--- src/rtl/image_mem_scheduler.sv ---
// Arbitrates a single-port image RAM between the real-time VGA display fetch and a
// host req/ack write port, and maps screen coordinates onto a movable image window.
module image_mem_scheduler #(
    parameter int          IMG_W_LOG2 = 8,
    parameter int          IMG_H_LOG2 = 8,
    parameter int          V_ACTIVE   = 480,
    parameter logic [7:0]  BG_COLOR   = 8'h00,
    localparam int         AW         = IMG_W_LOG2 + IMG_H_LOG2
) (
    input  logic          clk_25,
    input  logic          rst_n,
    input  logic [9:0]    s_pixel_row,
    input  logic [9:0]    s_pixel_col,
    input  logic          video_on,
    input  logic [9:0]    org_x,
    input  logic [9:0]    org_y,
    input  logic          wr_req,
    input  logic [AW-1:0] wr_addr,
    input  logic [7:0]    wr_data,
    output logic          wr_ack,
    output logic [AW-1:0] mem_addr,
    output logic          mem_we,
    output logic [7:0]    mem_wdata,
    input  logic [7:0]    mem_rdata,
    output logic [7:0]    pix_data,
    output logic          pix_valid
);

    localparam logic [10:0] IMG_W = 11'(2 ** IMG_W_LOG2);
    localparam logic [10:0] IMG_H = 11'(2 ** IMG_H_LOG2);

    typedef enum logic [1:0] {
        ST_IDLE = 2'd0,
        ST_WR   = 2'd1,
        ST_ACK  = 2'd2
    } state_t;

    state_t          state_q, state_d;
    logic [9:0]      ox_q, ox_d, oy_q, oy_d;
    logic [AW-1:0]   mem_addr_q, mem_addr_d;
    logic            mem_we_q, mem_we_d;
    logic [7:0]      mem_wdata_q, mem_wdata_d;
    logic            wr_ack_q, wr_ack_d;
    logic            v1_q, v1_d, v2_q, v2_d;
    logic [7:0]      pix_data_q, pix_data_d;
    logic            pix_valid_q, pix_valid_d;

    logic            in_win;
    logic            origin_latch;
    logic [9:0]      row_off, col_off;
    logic [AW-1:0]   disp_addr;
    logic [10:0]     col_x, row_x, ox_x, oy_x;

    // One bit of headroom so a window reaching past column/line 1023 clips instead of wrapping.
    assign col_x  = {1'b0, s_pixel_col};
    assign row_x  = {1'b0, s_pixel_row};
    assign ox_x   = {1'b0, ox_q};
    assign oy_x   = {1'b0, oy_q};
    assign in_win = video_on && (col_x >= ox_x) && (col_x < ox_x + IMG_W)
                             && (row_x >= oy_x) && (row_x < oy_x + IMG_H);

    assign row_off   = s_pixel_row - oy_q;
    assign col_off   = s_pixel_col - ox_q;
    assign disp_addr = {row_off[IMG_H_LOG2-1:0], col_off[IMG_W_LOG2-1:0]};

    assign origin_latch = (s_pixel_row == 10'(V_ACTIVE)) && (s_pixel_col == 10'd0);

    always_comb begin
        state_d     = state_q;
        ox_d        = ox_q;
        oy_d        = oy_q;
        mem_addr_d  = mem_addr_q;
        mem_we_d    = 1'b0;
        mem_wdata_d = mem_wdata_q;
        wr_ack_d    = 1'b0;

        if (origin_latch) begin
            ox_d = org_x;
            oy_d = org_y;
        end

        if (in_win) begin
            mem_addr_d = disp_addr;
        end

        // Writes only steal slots the display does not need.
        case (state_q)
            ST_IDLE: begin
                if (wr_req && !in_win) begin
                    mem_addr_d  = wr_addr;
                    mem_wdata_d = wr_data;
                    mem_we_d    = 1'b1;
                    state_d     = ST_WR;
                end
            end
            ST_WR: begin
                wr_ack_d = 1'b1;
                state_d  = ST_ACK;
            end
            ST_ACK: begin
                if (!wr_req) begin
                    state_d = ST_IDLE;
                end
            end
            default: state_d = ST_IDLE;
        endcase

        v1_d        = in_win && !mem_we_d;
        v2_d        = v1_q;
        pix_data_d  = v2_q ? mem_rdata : BG_COLOR;
        pix_valid_d = v2_q;
    end

    always_ff @(posedge clk_25 or negedge rst_n) begin
        if (!rst_n) begin
            state_q     <= ST_IDLE;
            ox_q        <= '0;
            oy_q        <= '0;
            mem_addr_q  <= '0;
            mem_we_q    <= 1'b0;
            mem_wdata_q <= '0;
            wr_ack_q    <= 1'b0;
            v1_q        <= 1'b0;
            v2_q        <= 1'b0;
            pix_data_q  <= '0;
            pix_valid_q <= 1'b0;
        end else begin
            state_q     <= state_d;
            ox_q        <= ox_d;
            oy_q        <= oy_d;
            mem_addr_q  <= mem_addr_d;
            mem_we_q    <= mem_we_d;
            mem_wdata_q <= mem_wdata_d;
            wr_ack_q    <= wr_ack_d;
            v1_q        <= v1_d;
            v2_q        <= v2_d;
            pix_data_q  <= pix_data_d;
            pix_valid_q <= pix_valid_d;
        end
    end

    assign wr_ack    = wr_ack_q;
    assign mem_addr  = mem_addr_q;
    assign mem_we    = mem_we_q;
    assign mem_wdata = mem_wdata_q;
    assign pix_data  = pix_data_q;
    assign pix_valid = pix_valid_q;

endmodule

--- config.mk ---
export PLATFORM = sky130hd
export DESIGN_NAME = image_mem_scheduler
export DESIGN_NICKNAME = d
export VERILOG_FILES = /design/src/rtl/image_mem_scheduler.sv
export SDC_FILE = /design/constraint.sdc
export NUM_CORES = 1
export LEC_CHECK = 0
export ABC_CLOCK_PERIOD_IN_PS = 4950
export BUFFER_PORTS_ARGS = -buffer_cell sky130_fd_sc_hd__buf_2
export CAP_MARGIN = 30
export CELL_PAD_IN_SITES_DETAIL_PLACEMENT = 1
export CELL_PAD_IN_SITES_GLOBAL_PLACEMENT = 2
export CORE_UTILIZATION = 34
export CTS_BUF_LIST = sky130_fd_sc_hd__clkbuf_8
export CTS_CLUSTER_SIZE = 40
export DETAILED_ROUTE_END_ITERATION = 16
export GPL_ROUTABILITY_DRIVEN = 1
export PLACE_DENSITY_LB_ADDON = 0.05
export SLEW_MARGIN = 20
export SYNTH_ARGS = -nofsm -noshare
export SYNTH_HDL_FRONTEND = slang
export SYNTH_SLANG_ARGS = --single-unit
--- constraint.sdc ---
create_clock -name clk_25 -period 4.95 [get_ports clk_25]
set_input_delay 0.99 -clock clk_25 [delete_from_list [all_inputs] [get_ports clk_25]]
set_output_delay 0.99 -clock clk_25 [all_outputs]
set_load 0.01 [all_outputs]
==> results of run 1 <==
cells by family after synthesis:
family / count (synthesis) / synth area share, %
simple gates: 77 / 12.3
flops: 59 / 44.2
compound gates: 57 / 10.9
mux: 42 / 13.9
buf+inv: 37 / 4.94
fa+ha+maj: 28 / 10.9
xor+xnor: 11 / 2.88
per-layer routing:
layer,global-route usage [%],up-vias
li1,-,1309
met1,23.0,1245
met2,27.8,87
met3,4.83,9
met4,6.69,0
met5,0,-
area by class of cell:
cell class	instances	share of cell area, %
multi-input combinational	215	40.6
sequential	59	35.1
timing repair buffer	113	13.6
tap	129	3.83
clock buffer	11	3.60
inverter	29	2.59
clock inverter	5	0.684
worst max-delay path: cells and delay by family:
family	cells	cell delay [ns]
adders and majority gates	2	0.62
muxes	1	0.31
buffers and inverters	2	0.13
and+or+nand+nor	2	0.71
AOI/OAI and AO/OA	3	0.63
where the power goes:
group          switching, mW  internal [mW]
registers             0.0540          0.594
clock network          0.199          0.205
logic                  0.228          0.234
total                  0.481           1.03
state kept, by name, summed over array words and instances (netlist names):
name and flops:
mem_addr 16, ox_q 10, oy_q 10, mem_wdata 8
pix_data 8, state_q 2, mem_we 1, pix_valid 1
pix_valid_d 1, v1_q 1, wr_ack 1
cell usage in the layout (no fill, tap or decap), drive strengths merged, types with 3 or more instances in the layout:
cell type  Yosys  routed
nand4          6       6
mux2          10      10
nand2b        10      10
dfrtp         59      59
mux2i         32      32
nor2b          3       3
ha            26      26
a21oi          9       9
nor3           3       3
nor2          15      15
o21a           3       3
and2           9       9
buf            4     113
clkbuf         4      11
o21ai         29      29
xnor2          6       6
xor2           5       5
nand2         21      21
inv           29      30
a211oi         6       6
final timing paths:
kind                                end  slack [ns]            from  cells after the start
setup reg to reg           mem_addr[10]        2.07         ox_q[8]                      9
hold reg to reg             pix_valid_d        0.36            v1_q                      0
setup / recovery           mem_addr[10]        1.82  s_pixel_col[0]                     10
min in group asynchronous   pix_data[2]        0.79           rst_n                      2
max in group asynchronous       oy_q[9]        3.64           rst_n                      2
hold / removal              pix_valid_d        0.36            v1_q                      0
==> reports/qor.yml, run 1 <==
status: "completed"
path_clk_slew_ns: 0.07
synthArstFlopShare_pct: 100
yosys.area.top_type_share_pct: 44.2
hold-worst-slack_ns: 0.362
layout.nets: 531
ir_drop_mv: 0.119
path_cells: "buf_2, inv_1, ha_1, fa_1, nand2b_1, a21oi_1, a21oi_1, o21ai_1, nand3_2, mux2i_1"
clock-sinks: 59
wl_met3_um: 483
dp_cells: 545
endpoint_kind: "flop"
syn-instance-count: 311
postCtsSetupBuffers: 0
worstMarginPinSlew_ns: 0.757
cts_resized: 0
die-width_um: 101
dr_total_vias: 2650
required_ns: 5.21
cts_buffer_depth: 2
core_um2: 9370
seqCellArea_um2: 1480
gp_congestion: 0.907
synth.area.top_cells: "dfrtp_1 (44%), ha_1 (9.7%), mux2i_1 (9.6%)"
setup_tns_ns: 0
crit_path_start_kind: "input port"
vias_per_cell: 4.72
dp_hpwl_um: 6500
ys_warn_count: 0
powerDensity_nw_per_um2: 360
critical_path_arrival_ns: 3.38
syn_avg_cell_area_um2: 10.7
syn_area_um2: 3340
ys_seq_area_share_pct: 44.2
cts_max_level: 3
timing.fmax_ghz: 0.320
cts_tree: "built"
wl_met2_um: 3640
start_util_pct: 35.7
hp-class: "reg2reg"
dr.first_iter.drc_count: 75
drt-total-wl_um: 8200
drive_above_1_share_pct: 33.8
relSlewSlack_pct: 49.6
cts-hold-fix-buffers: 0
worstSetupPathType: "in2reg"
ys_types: 45
yosysMostFrequentCell: "dfrtp_1"
slew_violations: 0
multi_input_area_um2: 1710
rows: 35
period_minus_slack_ns: 3.13
die_y_um: 101
cts_root_buf: "clkbuf_8"
rsz0062_at_grt: "no"
fin_ws_ns: 1.82
final-hold-violation-count: 0
num_io_pins: 111
area_growth_pct: 26.0
port_buffers: 110
fin_skew_ns: 0.00892
antenna_found_initial: 0
die_area_um2: 10200
grt.total_usage_pct: 17.6
grt_pass1_wl_um: 13500
crit_top_cell: "a21oi_1"
highest_layer: "met4"
ys_seq_elements: 59
fill_cells: 1128
cp_max_fo: 17
synth_edf_count: 0
grt_start_max_net_pins: 60
clk_latency_ns: 0.35
maxCapViolCount: 0
synth_top_area_cell: "dfrtp_1"
wl_met1_um: 3950
synth_nets: 415
dpl_cell_area_um2: 4030
power_leakage_nw: 2.22
slowest_delay_ns: 0.54
firstDrtPassIters: 4
synthTopCellsByCount: "dfrtp_1 (59), mux2i_1 (32), inv_1 (29)"
synth_flop_cell: "dfrtp_1"
design_area_um2: 4210
finalPower_mw: 1.51
wl_per_cell_um: 14.6
overflow: 0
slowest_stage: "nand3_2"
pre_cts_ws_ns: 1.42
n_antenna_cell: 0
setup_viol: 0
drc: 0
cts_made_buffers: 9
postLayoutCoreUtil_pct: 44.9
detail-route-antenna-nets: 0
final_cells: 561
finalCritPeriodShare_pct: 63.2
grt_pass1_vias: 2718
(Power assumes the default switching activity.)
==> run 2: changes to the inputs <==
--- a/config.mk
+++ b/config.mk
@@ -5,12 +5,12 @@
 export SDC_FILE = /design/constraint.sdc
 export NUM_CORES = 1
 export LEC_CHECK = 0
-export ABC_CLOCK_PERIOD_IN_PS = 4950
+export ABC_CLOCK_PERIOD_IN_PS = 2750
 export BUFFER_PORTS_ARGS = -buffer_cell sky130_fd_sc_hd__buf_2
 export CAP_MARGIN = 30
 export CELL_PAD_IN_SITES_DETAIL_PLACEMENT = 1
 export CELL_PAD_IN_SITES_GLOBAL_PLACEMENT = 2
-export CORE_UTILIZATION = 34
+export CORE_UTILIZATION = 29
 export CTS_BUF_LIST = sky130_fd_sc_hd__clkbuf_8
 export CTS_CLUSTER_SIZE = 40
 export DETAILED_ROUTE_END_ITERATION = 16
==> constraint.sdc (replaced) <==
create_clock -name clk_25 -period 2.75 [get_ports clk_25]
set_input_delay 0.55 -clock clk_25 [delete_from_list [all_inputs] [get_ports clk_25]]
set_output_delay 0.55 -clock clk_25 [all_outputs]
set_load 0.01 [all_outputs]
==> run 2 against run 1 <==
Effect of this change:
- count of clock-buffer cells in the layout is 1 lower
- setup slack lost 1.7 ns
- flip-flop and latch count stayed put
- combinational power is 83% higher
- clock skew grew 0.0010 ns
- sequential power grew 81%
- clock power is 75% higher
- final area is 3.6% higher
- sequential share of layout area is 1.2 points lower
- critical path type is now reg2reg
- critical endpoint is now mem_wdata[4]
==> reports/qor.yml, run 2 (same netlist as run 1, synthesis figures left out) <==
status: "completed"
final-hold-violation-count: 0  # unchanged
dr_total_vias: 2670  # +0.75%
switching_share_pct: 32.4  # +0.62 points
area_growth_pct: 30.5
worstSetupPathType: "reg2reg"
relSlewSlack_pct: 62.1  # +13 points
timing.fmax_ghz: 0.381
fin_skew_ns: 0.00996  # +0.00104 ns
clock-sinks: 59  # unchanged
cts_made_buffers: 9  # unchanged
path_clk_slew_ns: 0.07  # about the same
start_util_pct: 30.3  # -5.4 points
r2r_slack_ns: 0.13  # -1.94 ns
cts_root_buf: "clkbuf_8"
switchingPower_mw: 0.883  # +83%
antenna_found_initial: 0  # unchanged
largest_reg_flops: 16  # unchanged
r2r_cells: 9  # unchanged
dr.first_iter.drc_count: 102  # +36%
postLayoutCoreUtil_pct: 39.5  # -5.4 points
grt_pass1_wl_um: 13800  # +2.6%
layout.nets: 543  # +2.3%
dpl_cell_area_um2: 4160  # +3.3%
drive_above_1_share_pct: 35.7  # +1.9 points
maxCapViolCount: 0  # unchanged
hp-class: "in2async"
grt_pass1_vias: 2719  # +0.037%
n_antenna_cell: 0  # unchanged
detail-route-antenna-nets: 0  # unchanged
period_minus_slack_ns: 2.62
slew_violations: 0  # unchanged
vias_per_cell: 4.58  # -3.0%
core_um2: 11000  # +18%
intPower_mw: 1.84  # +78%
critPathCapture: "mem_wdata[4]"
port_buffers: 110  # unchanged
gp_congestion: 0.766  # -16%
cts-hold-fix-buffers: 0  # unchanged
postCtsSetupBuffers: 0  # unchanged
overflow: 0  # unchanged
mostFrequentLayoutCell: "buf_2"
worstMarginPinSlew_ns: 0.568  # -0.189 ns
cts_max_level: 3  # unchanged
cts_tree: "built"
hold-worst-slack_ns: 0.199  # -0.163 ns
drc: 0  # unchanged
ir_drop_mv: 0.278  # +130%
crit_path_start_kind: "flop"
final_cells: 583  # +3.9%
dp_hpwl_um: 6880  # +5.7%
final_cell_mix: "buf_2 (110), dfrtp_1 (59), mux2i_1 (32)"
clk_latency_ns: 0.34  # about the same
endpoint_kind: "flop"
num_io_pins: 111  # unchanged
setup_viol: 0  # unchanged
grt.total_usage_pct: 15.5  # -2.1 points
firstDrtPassIters: 4  # unchanged
required_ns: 2.97  # -2.24 ns
grt_start_max_net_pins: 39  # -35%
timing.rr.end: "mem_wdata[4]"
cts_buffer_depth: 2  # unchanged
cts_resized: 0  # unchanged
die-width_um: 109  # +8.1%
die_area_um2: 12000  # +17%
p_seq_share_pct: 43.0  # +0.2 points
power_leakage_nw: 2.28  # +2.9%
dp_cells: 567  # +4.0%
cp-startpoint: "ox_q[8]"
cp_max_fo: 5  # -12
wl_per_cell_um: 15.3  # +4.5%
rows: 38  # +8.6%
design_area_um2: 4360  # +3.6%
r2r_start: "ox_q[8]"
finalCritPeriodShare_pct: 95.3
p_clk_share_pct: 26.1  # -0.6 points
drt-total-wl_um: 8910  # +8.6%
powerDensity_nw_per_um2: 625  # +74%
power_frac_comb_pct: 31.0  # +0.5 points
rsz0062_at_grt: "no"
setup_tns_ns: 0  # unchanged
die_y_um: 109  # +8.1%
critical_path_arrival_ns: 2.84  # -0.54 ns
==> run 2: changes by cell type in the layout (fill, tap and decap cells not counted) <==
cell | before | now
buf_12 | 0 | 3
o31ai_2 | 1 | 0
inv_1 | 30 | 29
a211oi_4 | 0 | 1
clkinv_2 | 2 | 3
clkbuf_8 | 11 | 10
a211oi_2 | 2 | 1
buf_4 | 3 | 11
o31ai_4 | 0 | 1
a31oi_2 | 0 | 1
==> run 2: power groups by stage <==
stage,clock [mW],sequential [mW],combinational (mW)
2_1_floorplan,0,1.28,0.384
3_3_place_gp,0,1.18,0.836
3_5_place_dp,0,1.19,0.850
4_1_cts,0.757,1.17,0.853
5_1_grt,0.788,1.20,0.942
6_report,0.710,1.17,0.844
==> run 2: worst min-delay path by stage <==
stage	endpoint	slack, ns	cells past startpoint
6_report	mem_addr[10]	0.20	1
3_5_place_dp	pix_valid_d	0.34	0
3_3_place_gp	pix_valid_d	0.33	0
5_1_grt	mem_addr[11]	0.22	1
2_1_floorplan	mem_addr[0]	0.25	0
4_1_cts	mem_addr[10]	0.20	1
==> run 2: per-layer routing <==
layer  GRT usage, %  up-vias  wire (um)
li1               -     1334          -
met1           21.5     1242       4540
met2           23.6       86       3730
met3           3.08        8        546
met4           6.00        0         86
met5              0        -          0
==> run 2: critical path, cell delays in order, from the launching register on <==
cell and delay (ns):
dfrtp_1 0.40, ha_1 0.28, inv_1 0.04, ha_1 0.30, nand4bb_2 0.12, o21ai_1 0.06
or3_1 0.41, a211oi_4 0.32, a31oi_4 0.22, mux2_4 0.34
==> run 2: cell type report <==
type	instances	area (um2)
multi-input cells	216	1740
clock inverters	5	30.0
well taps	140	175
inverters	29	109
clock buffers	10	138
repair buffers	124	693
fillers	1285	6670
flip-flops and latches	59	1480
==> run 2: metrics by stage <==
| stage | power [mW] | worst slack [ns] |
|---|---|---|
| 2_1_floorplan | 1.66 | 0.200 |
| 3_3_place_gp | 2.02 | 0.0274 |
| 3_5_place_dp | 2.04 | -0.00913 |
| 4_1_cts | 2.78 | 0.0722 |
| 5_1_grt | 2.93 | 0.00116 |
| 6_report | 2.72 | 0.128 |
